**src/rtl/cache_pkg.sv**
```systemverilog
// Shared constants, FSM state encoding and address-field helpers for the
// direct-mapped cache refill controller.
package cache_pkg;

  localparam int ADDR_W         = 32;
  localparam int NUM_LINES      = 256;
  localparam int WORDS_PER_LINE = 16;
  localparam int IDX_W          = $clog2(NUM_LINES);
  localparam int WORD_W         = $clog2(WORDS_PER_LINE);
  localparam int BYTE_OFF       = 2;
  localparam int TAG_W          = ADDR_W - IDX_W - WORD_W - BYTE_OFF;
  localparam int LINE_OFF       = WORD_W + BYTE_OFF;

  typedef enum logic [2:0] {
    ST_IDLE,
    ST_LOOKUP,
    ST_REFILL,
    ST_RESP,
    ST_FLUSH
  } state_t;

  function automatic logic [TAG_W-1:0] addr_tag(input logic [ADDR_W-1:0] a);
    return a[ADDR_W-1 -: TAG_W];
  endfunction

  function automatic logic [IDX_W-1:0] addr_idx(input logic [ADDR_W-1:0] a);
    return a[LINE_OFF +: IDX_W];
  endfunction

  function automatic logic [WORD_W-1:0] addr_word(input logic [ADDR_W-1:0] a);
    return a[BYTE_OFF +: WORD_W];
  endfunction

endpackage

```
**src/rtl/cache_refill_ctrl_if.sv**
```systemverilog
// CPU load path, data-array and memory-bus signals of the refill controller.
// master = controller side, slave = CPU / RAM / memory side.
interface cache_refill_ctrl_if;
  import cache_pkg::*;

  logic                cpu_req_valid;
  logic                cpu_req_ready;
  logic [ADDR_W-1:0]   cpu_addr;
  logic                cpu_resp_valid;
  logic                cpu_resp_ready;
  logic [31:0]         cpu_resp_data;
  logic                cpu_resp_hit;

  logic                da_rd_en;
  logic                da_wr_en;
  logic [IDX_W-1:0]    da_index;
  logic [WORD_W-1:0]   da_word;
  logic [31:0]         da_wr_data;
  logic [31:0]         da_rd_data;

  logic                mem_req;
  logic [ADDR_W-1:0]   mem_addr;
  logic                mem_ack;
  logic [31:0]         mem_rdata;

  modport master (
    input  cpu_req_valid, cpu_addr, cpu_resp_ready, da_rd_data, mem_ack, mem_rdata,
    output cpu_req_ready, cpu_resp_valid, cpu_resp_data, cpu_resp_hit,
           da_rd_en, da_wr_en, da_index, da_word, da_wr_data, mem_req, mem_addr
  );

  modport slave (
    output cpu_req_valid, cpu_addr, cpu_resp_ready, da_rd_data, mem_ack, mem_rdata,
    input  cpu_req_ready, cpu_resp_valid, cpu_resp_data, cpu_resp_hit,
           da_rd_en, da_wr_en, da_index, da_word, da_wr_data, mem_req, mem_addr
  );

endinterface

```
**src/rtl/cache_tag_store.sv**
```systemverilog
// Tag flops plus valid bits for every line; one write port, combinational
// hit compare, and a one-cycle bulk invalidate that leaves tags untouched.
module cache_tag_store
  import cache_pkg::*;
(
  input  logic             clk,
  input  logic             rst_n,
  input  logic             inv_all,
  input  logic             wr_en,
  input  logic [IDX_W-1:0] wr_idx,
  input  logic [TAG_W-1:0] wr_tag,
  input  logic [IDX_W-1:0] lk_idx,
  input  logic [TAG_W-1:0] lk_tag,
  output logic             lk_hit
);

  logic [NUM_LINES-1:0] valid;
  logic [TAG_W-1:0]     tags [NUM_LINES];

  always_ff @(posedge clk or negedge rst_n) begin
    if (!rst_n)       valid         <= '0;
    else if (inv_all) valid         <= '0;
    else if (wr_en)   valid[wr_idx] <= 1'b1;
  end

  // Tags need no reset: a line is only ever trusted through its valid bit.
  always_ff @(posedge clk) begin
    if (wr_en) tags[wr_idx] <= wr_tag;
  end

  assign lk_hit = valid[lk_idx] && (tags[lk_idx] == lk_tag);

endmodule

```
**src/rtl/cache_refill_ctrl.sv**
```systemverilog
// Single-outstanding read controller: tag lookup against the external data
// array, full-line refill from memory on a miss, then a held CPU response.
module cache_refill_ctrl
  import cache_pkg::*;
(
  input  logic                 clk,
  input  logic                 rst_n,
  input  logic                 flush,
  cache_refill_ctrl_if.master  bus,
  output logic [31:0]          hit_count,
  output logic [31:0]          miss_count
);

  state_t              state, nxt;
  logic [ADDR_W-1:0]   addr_q;
  logic [WORD_W-1:0]   beat;
  logic [31:0]         resp_data;
  logic                resp_hit;
  logic                accept, ack, last_ack, lk_hit;

  assign accept   = bus.cpu_req_valid && bus.cpu_req_ready;
  assign ack      = (state == ST_REFILL) && bus.mem_ack;
  assign last_ack = ack && (beat == WORD_W'(WORDS_PER_LINE - 1));

  cache_tag_store u_tags (
    .clk     (clk),
    .rst_n   (rst_n),
    .inv_all (state == ST_FLUSH),
    .wr_en   (last_ack),
    .wr_idx  (addr_idx(addr_q)),
    .wr_tag  (addr_tag(addr_q)),
    .lk_idx  (addr_idx(addr_q)),
    .lk_tag  (addr_tag(addr_q)),
    .lk_hit  (lk_hit)
  );

  always_ff @(posedge clk or negedge rst_n) begin
    if (!rst_n) state <= ST_IDLE;
    else        state <= nxt;
  end

  always_comb begin
    nxt = state;
    case (state)
      ST_IDLE:   if (flush) nxt = ST_FLUSH;
                 else if (accept) nxt = ST_LOOKUP;
      ST_LOOKUP: nxt = lk_hit ? ST_RESP : ST_REFILL;
      ST_REFILL: if (last_ack) nxt = ST_RESP;
      ST_RESP:   if (bus.cpu_resp_ready) nxt = ST_IDLE;
      ST_FLUSH:  nxt = ST_IDLE;
      default:   nxt = ST_IDLE;
    endcase
  end

  always_comb begin
    bus.cpu_req_ready  = rst_n && (state == ST_IDLE) && !flush;
    bus.cpu_resp_valid = (state == ST_RESP);
    bus.da_rd_en       = 1'b0;
    bus.da_wr_en       = 1'b0;
    bus.da_index       = '0;
    bus.da_word        = '0;
    bus.da_wr_data     = '0;
    bus.mem_req        = 1'b0;
    bus.mem_addr       = '0;
    case (state)
      ST_IDLE: if (accept) begin
        bus.da_rd_en = 1'b1;
        bus.da_index = addr_idx(bus.cpu_addr);
        bus.da_word  = addr_word(bus.cpu_addr);
      end
      ST_REFILL: begin
        bus.mem_req  = 1'b1;
        bus.mem_addr = {addr_q[ADDR_W-1:LINE_OFF], beat, 2'b00};
        if (bus.mem_ack) begin
          bus.da_wr_en   = 1'b1;
          bus.da_index   = addr_idx(addr_q);
          bus.da_word    = beat;
          bus.da_wr_data = bus.mem_rdata;
        end
      end
      default: ;
    endcase
  end

  assign bus.cpu_resp_data = resp_data;
  assign bus.cpu_resp_hit  = resp_hit;

  always_ff @(posedge clk or negedge rst_n) begin
    if (!rst_n) begin
      addr_q     <= '0;
      beat       <= '0;
      resp_data  <= '0;
      resp_hit   <= 1'b0;
      hit_count  <= '0;
      miss_count <= '0;
    end else begin
      if (accept) addr_q <= bus.cpu_addr;
      if (state == ST_LOOKUP) begin
        if (lk_hit) begin
          resp_data <= bus.da_rd_data;
          resp_hit  <= 1'b1;
          hit_count <= hit_count + 32'd1;
        end else begin
          resp_hit   <= 1'b0;
          beat       <= '0;
          miss_count <= miss_count + 32'd1;
        end
      end
      // The requested word is forwarded as it streams past; the rest only go to the array.
      if (ack) begin
        if (beat == addr_word(addr_q)) resp_data <= bus.mem_rdata;
        beat <= beat + 1'b1;
      end
    end
  end

endmodule
```
**src/flat_wrapper.sv**
```systemverilog
// flat-port wrapper written by rule: the top's interface ports become plain ports
module cache_refill_ctrl_flat import cache_pkg::*;
  (clk, rst_n, flush, hit_count, miss_count, bus_cpu_req_valid, bus_cpu_addr, bus_cpu_resp_ready, bus_da_rd_data, bus_mem_ack, bus_mem_rdata, bus_cpu_req_ready, bus_cpu_resp_valid, bus_cpu_resp_data, bus_cpu_resp_hit, bus_da_rd_en, bus_da_wr_en, bus_da_index, bus_da_word, bus_da_wr_data, bus_mem_req, bus_mem_addr);
  cache_refill_ctrl_if bus_i ();
  input  logic clk;
  input  logic rst_n;
  input  logic flush;
  output logic [31:0] hit_count;
  output logic [31:0] miss_count;
  input wire logic [$bits(bus_i.cpu_req_valid)-1:0] bus_cpu_req_valid;
  input wire logic [$bits(bus_i.cpu_addr)-1:0] bus_cpu_addr;
  input wire logic [$bits(bus_i.cpu_resp_ready)-1:0] bus_cpu_resp_ready;
  input wire logic [$bits(bus_i.da_rd_data)-1:0] bus_da_rd_data;
  input wire logic [$bits(bus_i.mem_ack)-1:0] bus_mem_ack;
  input wire logic [$bits(bus_i.mem_rdata)-1:0] bus_mem_rdata;
  output wire logic [$bits(bus_i.cpu_req_ready)-1:0] bus_cpu_req_ready;
  output wire logic [$bits(bus_i.cpu_resp_valid)-1:0] bus_cpu_resp_valid;
  output wire logic [$bits(bus_i.cpu_resp_data)-1:0] bus_cpu_resp_data;
  output wire logic [$bits(bus_i.cpu_resp_hit)-1:0] bus_cpu_resp_hit;
  output wire logic [$bits(bus_i.da_rd_en)-1:0] bus_da_rd_en;
  output wire logic [$bits(bus_i.da_wr_en)-1:0] bus_da_wr_en;
  output wire logic [$bits(bus_i.da_index)-1:0] bus_da_index;
  output wire logic [$bits(bus_i.da_word)-1:0] bus_da_word;
  output wire logic [$bits(bus_i.da_wr_data)-1:0] bus_da_wr_data;
  output wire logic [$bits(bus_i.mem_req)-1:0] bus_mem_req;
  output wire logic [$bits(bus_i.mem_addr)-1:0] bus_mem_addr;
  assign bus_i.cpu_req_valid = bus_cpu_req_valid;
  assign bus_i.cpu_addr = bus_cpu_addr;
  assign bus_i.cpu_resp_ready = bus_cpu_resp_ready;
  assign bus_i.da_rd_data = bus_da_rd_data;
  assign bus_i.mem_ack = bus_mem_ack;
  assign bus_i.mem_rdata = bus_mem_rdata;
  assign bus_cpu_req_ready = bus_i.cpu_req_ready;
  assign bus_cpu_resp_valid = bus_i.cpu_resp_valid;
  assign bus_cpu_resp_data = bus_i.cpu_resp_data;
  assign bus_cpu_resp_hit = bus_i.cpu_resp_hit;
  assign bus_da_rd_en = bus_i.da_rd_en;
  assign bus_da_wr_en = bus_i.da_wr_en;
  assign bus_da_index = bus_i.da_index;
  assign bus_da_word = bus_i.da_word;
  assign bus_da_wr_data = bus_i.da_wr_data;
  assign bus_mem_req = bus_i.mem_req;
  assign bus_mem_addr = bus_i.mem_addr;
  cache_refill_ctrl u_core (.clk(clk), .rst_n(rst_n), .flush(flush), .bus(bus_i), .hit_count(hit_count), .miss_count(miss_count));
endmodule
```
**config.mk**
```make
export PLATFORM = sky130hd
export DESIGN_NAME = cache_refill_ctrl_flat
export DESIGN_NICKNAME = d
export VERILOG_FILES = /design/src/rtl/cache_pkg.sv /design/src/rtl/cache_refill_ctrl_if.sv /design/src/rtl/cache_tag_store.sv /design/src/rtl/cache_refill_ctrl.sv /design/src/flat_wrapper.sv
export SDC_FILE = /design/constraint.sdc
export NUM_CORES = 2
export LEC_CHECK = 0
export BUFFER_PORTS_ARGS = -buffer_cell sky130_fd_sc_hd__buf_2
export CAP_MARGIN = 20
export CORE_ASPECT_RATIO = 1.75
export CORE_MARGIN = 1
export CORE_UTILIZATION = 40
export CTS_CLUSTER_SIZE = 25
export DETAILED_ROUTE_END_ITERATION = 10
export GPL_ROUTABILITY_DRIVEN = 0
export SYNTH_ARGS = -nofsm -noshare
export SYNTH_HDL_FRONTEND = slang
export SYNTH_HIERARCHICAL = 1
export SYNTH_MEMORY_MAX_BITS = 65536
export SYNTH_SLANG_ARGS = --single-unit
export TNS_END_PERCENT = 5
```
**constraint.sdc**
```tcl
create_clock -name clk -period 6.75 [get_ports clk]
set_input_delay 2.025 -clock clk [delete_from_list [all_inputs] [get_ports clk]]
set_output_delay 2.025 -clock clk [all_outputs]
set_load 0.02 [all_outputs]
```
==> metrics <==
worst-margin pin slew 1.26 ns; Tot GR Track Use 0.259; RR Startpoint u_core/addr_q[11]; number of synthesized register bits 4998; Non-Filler Instances 17400; GRT met3 Usage 0.0447; vias per inst 6.02; Setup crit end kind register; total gr overflow 0; Die X 529 um; Min-Delay Startpoint u_core/miss_count[31]; grt peak-use layer met2; number of nets in the layout 10600; drt total wl 638 mm; Final setup viols 0; met2 Use GR 0.442; Max-slew headroom 0.158; CTS clock-pin slew for the worst setup and hold paths 0.07 ns; type of the worst setup path register to register; Layout area overhead 15.2%; Overall Power 98.4 mW; CTS tree yes; largest net degree at the start of global routing 150; Final period util 0.961; mapped cell area 194000 um2; CP Launch Type register; Hold Vio Cnt, Final 0; Hold Crit Class register to register; P_leak 73.2 nW; Buffers on Ports 275; # DRC 0; Fill cells 40300; maximum fanout along the worst path 22; register area share after synthesis 0.762; outcome finished clean; EDFF count, synth 4608; post-DP HPWL 415 mm; post-route clock skew 0.105 ns; cell count after placement 16500; WHS Endpoint u_core/miss_count[31]; max_cap viols 0; routed len/inst 36.8 um; CTS sink count 4998; R2R setup slack 0.26 ns; CORE AREA 484000 um2; Ports 280; Required @ worst endpoint 7.66 ns; met1 GRT Util 0.286; post-synth top area share 0.712; initial antenna violation count 46; Unique masters post-synth 94; CTS Buf Count 433; RSZ-0062 raised after global routing false; later-pin clock latency in the skew report 1.03 ns; Syn Inst Count 9438; start point of the critical path u_core/addr_q[11]; hold depth 1; Worst Path Arrival 7.40 ns; drt first pass iters 9; Clk Tree Root Cell clkbuf_16; Max Slew Vio Count 0; 1st-iter DRT viols 13300; Multi-input gate area 44100 um2; Initial Util 0.402; Row Count 338; Max Freq 154 MHz; top cells by area, synth edfxtp_1 (71%), mux4_2 (14%), dfrtp_1 (5.0%); via count 104000; layout cells sized above 1 0.320; area leader, netlist edfxtp_1; chip height 924 um; antenna-violating nets left 0; H-Tree Depth 5; Async SR Flop Fraction 0.0780; VDD IR-drop max 0.000276 V; vias in the first global route 105000; Die Area 489000 um2; Post-synth top flop edfxtp_1; CTS max path bufs 4; Fin Setup TNS 0 ns; pwr dens 440 nW/um2; reg2reg end u_core/miss_count[24]; Synth Area per Inst 20.6 um2; first-pass GRT wire length 868 mm; Yosys Warn Count 6; fin crit period 6.49 ns; sequential cell area 148000 um2; reg2reg path depth 18
[worst max-delay path by stage]
stage                                  end  slack (ns)  depth (start not counted)
5_1_grt               u_core/hit_count[29]        0.18                         20
3_5_place_dp   u_core/bus.cpu_resp_data[2]       -0.27                         16
4_1_cts              u_core/miss_count[24]        0.35                         20
3_3_place_gp   u_core/bus.cpu_resp_data[2]       -0.31                         16
2_1_floorplan  u_core/bus.cpu_resp_data[3]        0.82                         10
6_report             u_core/miss_count[24]        0.26                         18
[kinds of logic (layout without fill, tap and decap cells)]
| logic type | after synthesis | count (layout) | share of synthesized area |
|---|---|---|---|
| adder cells (fa/ha/maj) | 3 | 3 | 0.000193 |
| AO/OA/AOI/OAI | 817 | 817 | 0.0297 |
| buffers and inverters | 575 | 1986 | 0.0151 |
| multiplexers | 1532 | 1532 | 0.155 |
| other | 1 | 51 | 0.0000193 |
| AND/OR/NAND/NOR | 1435 | 1435 | 0.0343 |
| flip-flops | 4998 | 4998 | 0.762 |
| XOR/XNOR | 77 | 77 | 0.00347 |
[power by group]
| group | internal [mW] | switching, mW |
|---|---|---|
| sequential | 38.2 | 1.10 |
| combinational | 11.3 | 22.5 |
| clock | 13.8 | 11.5 |
[registers in the layout (all words and copies together) (netlist names)]
signal and flops:
u_core/u_tags/valid 256, u_core/u_tags/tags 4608, u_core/hit_count 32, u_core/miss_count 32, u_core/bus.cpu_resp_hit 1, u_core/bus.cpu_resp_data 32, u_core/addr_q 30, u_core/beat 4
u_core/state 3
[layer usage]
metal / part of all wire / wire length, um
met1: 0.33 / 208000
met2: 0.51 / 323000
met3: 0.076 / 48200
met4: 0.092 / 58600
met5: 0.000085 / 54
[critical path, stage by stage, from the launching register on]
cell      delay, ns
dfrtp_4        0.68
buf_4          0.34
nor2_4         0.78
buf_4          0.31
nor2_1         0.11
a211oi_1       0.69
or4_1          0.32
buf_4          0.20
o41ai_1        0.10
or4_1          0.50
and4b_1        0.22
nand4_1        0.14
nor4_4         0.06
buf_12         0.17
buf_4          0.15
nor4b_4        0.70
and4_4         0.46
nand4b_1       0.17
xnor2_1        0.20
[cell usage after synthesis (all sizes together) (7+ instances only)]
library cell,n
buf,306
nand4,54
edfxtp,4608
a221oi,34
mux2,127
and4,8
xnor2,52
o211ai,11
and3,21
dfrtp,390
and2,79
nor4,21
or3,10
nor2b,31
o22ai,80
a21oi,160
o221ai,38
or2,10
mux2i,238
nor3,76
a31oi,17
inv,18
a22o,46
nand2,183
o21ba,30
a2111oi,10
mux4,1167
nand2b,17
nand3,105
xor2,25
clkbuf,247
o21ai,64
or4,10
a211oi,27
nand3b,7
a22oi,225
o31ai,8
nor2,768
[cell usage in the layout (no fill, tap or decap), types with 183 or more instances in the layout]
cell type  netlist  routed
nand2_1        183     183
dfrtp_1        390     364
nor2_2           0     256
edfxtp_1      4608    4608
buf_4           83     786
nor2_1         768     509
clkbuf_16        0     437
a22oi_1        225     225
mux4_2        1167    1167
buf_2          127     274
mux2i_1        238     238
[per-stage QoR]
| stage | worst slack (ns) | hold WS [ns] | cell area [um2] | utilization |
|---|---|---|---|---|
| after detailed placement | -0.270 | 0.462 | 209000 | 0.433 |
| after global routing | 0.183 | 0.509 | 224000 | 0.463 |
| after CTS | 0.346 | 0.477 | 224000 | 0.462 |
| after floorplan | 0.818 | 0.461 | 194000 | - |
| final | 0.264 | 0.481 | 224000 | 0.463 |
| after global placement | -0.313 | 0.463 | 209000 | 0.433 |
[final cells by class]
type | instances | share of cell area
antenna | 49 | 0.000548
clock buffer | 584 | 0.0529
clock inverter | 227 | 0.0103
inverter | 22 | 0.000414
multi-input combinational | 3866 | 0.197
sequential | 4998 | 0.662
tap | 6460 | 0.0361
timing repair buffer | 1153 | 0.0409
[what timing repair did]
item / 4_1_cts / 5_1_grt
buffers inserted: 1 / 0
endpoints found under the setup margin: 63 / 0
hold buffers: 0 / 0
gates resized for setup: 1 / 0
Note: power is estimated with default switching activity, not from simulation.
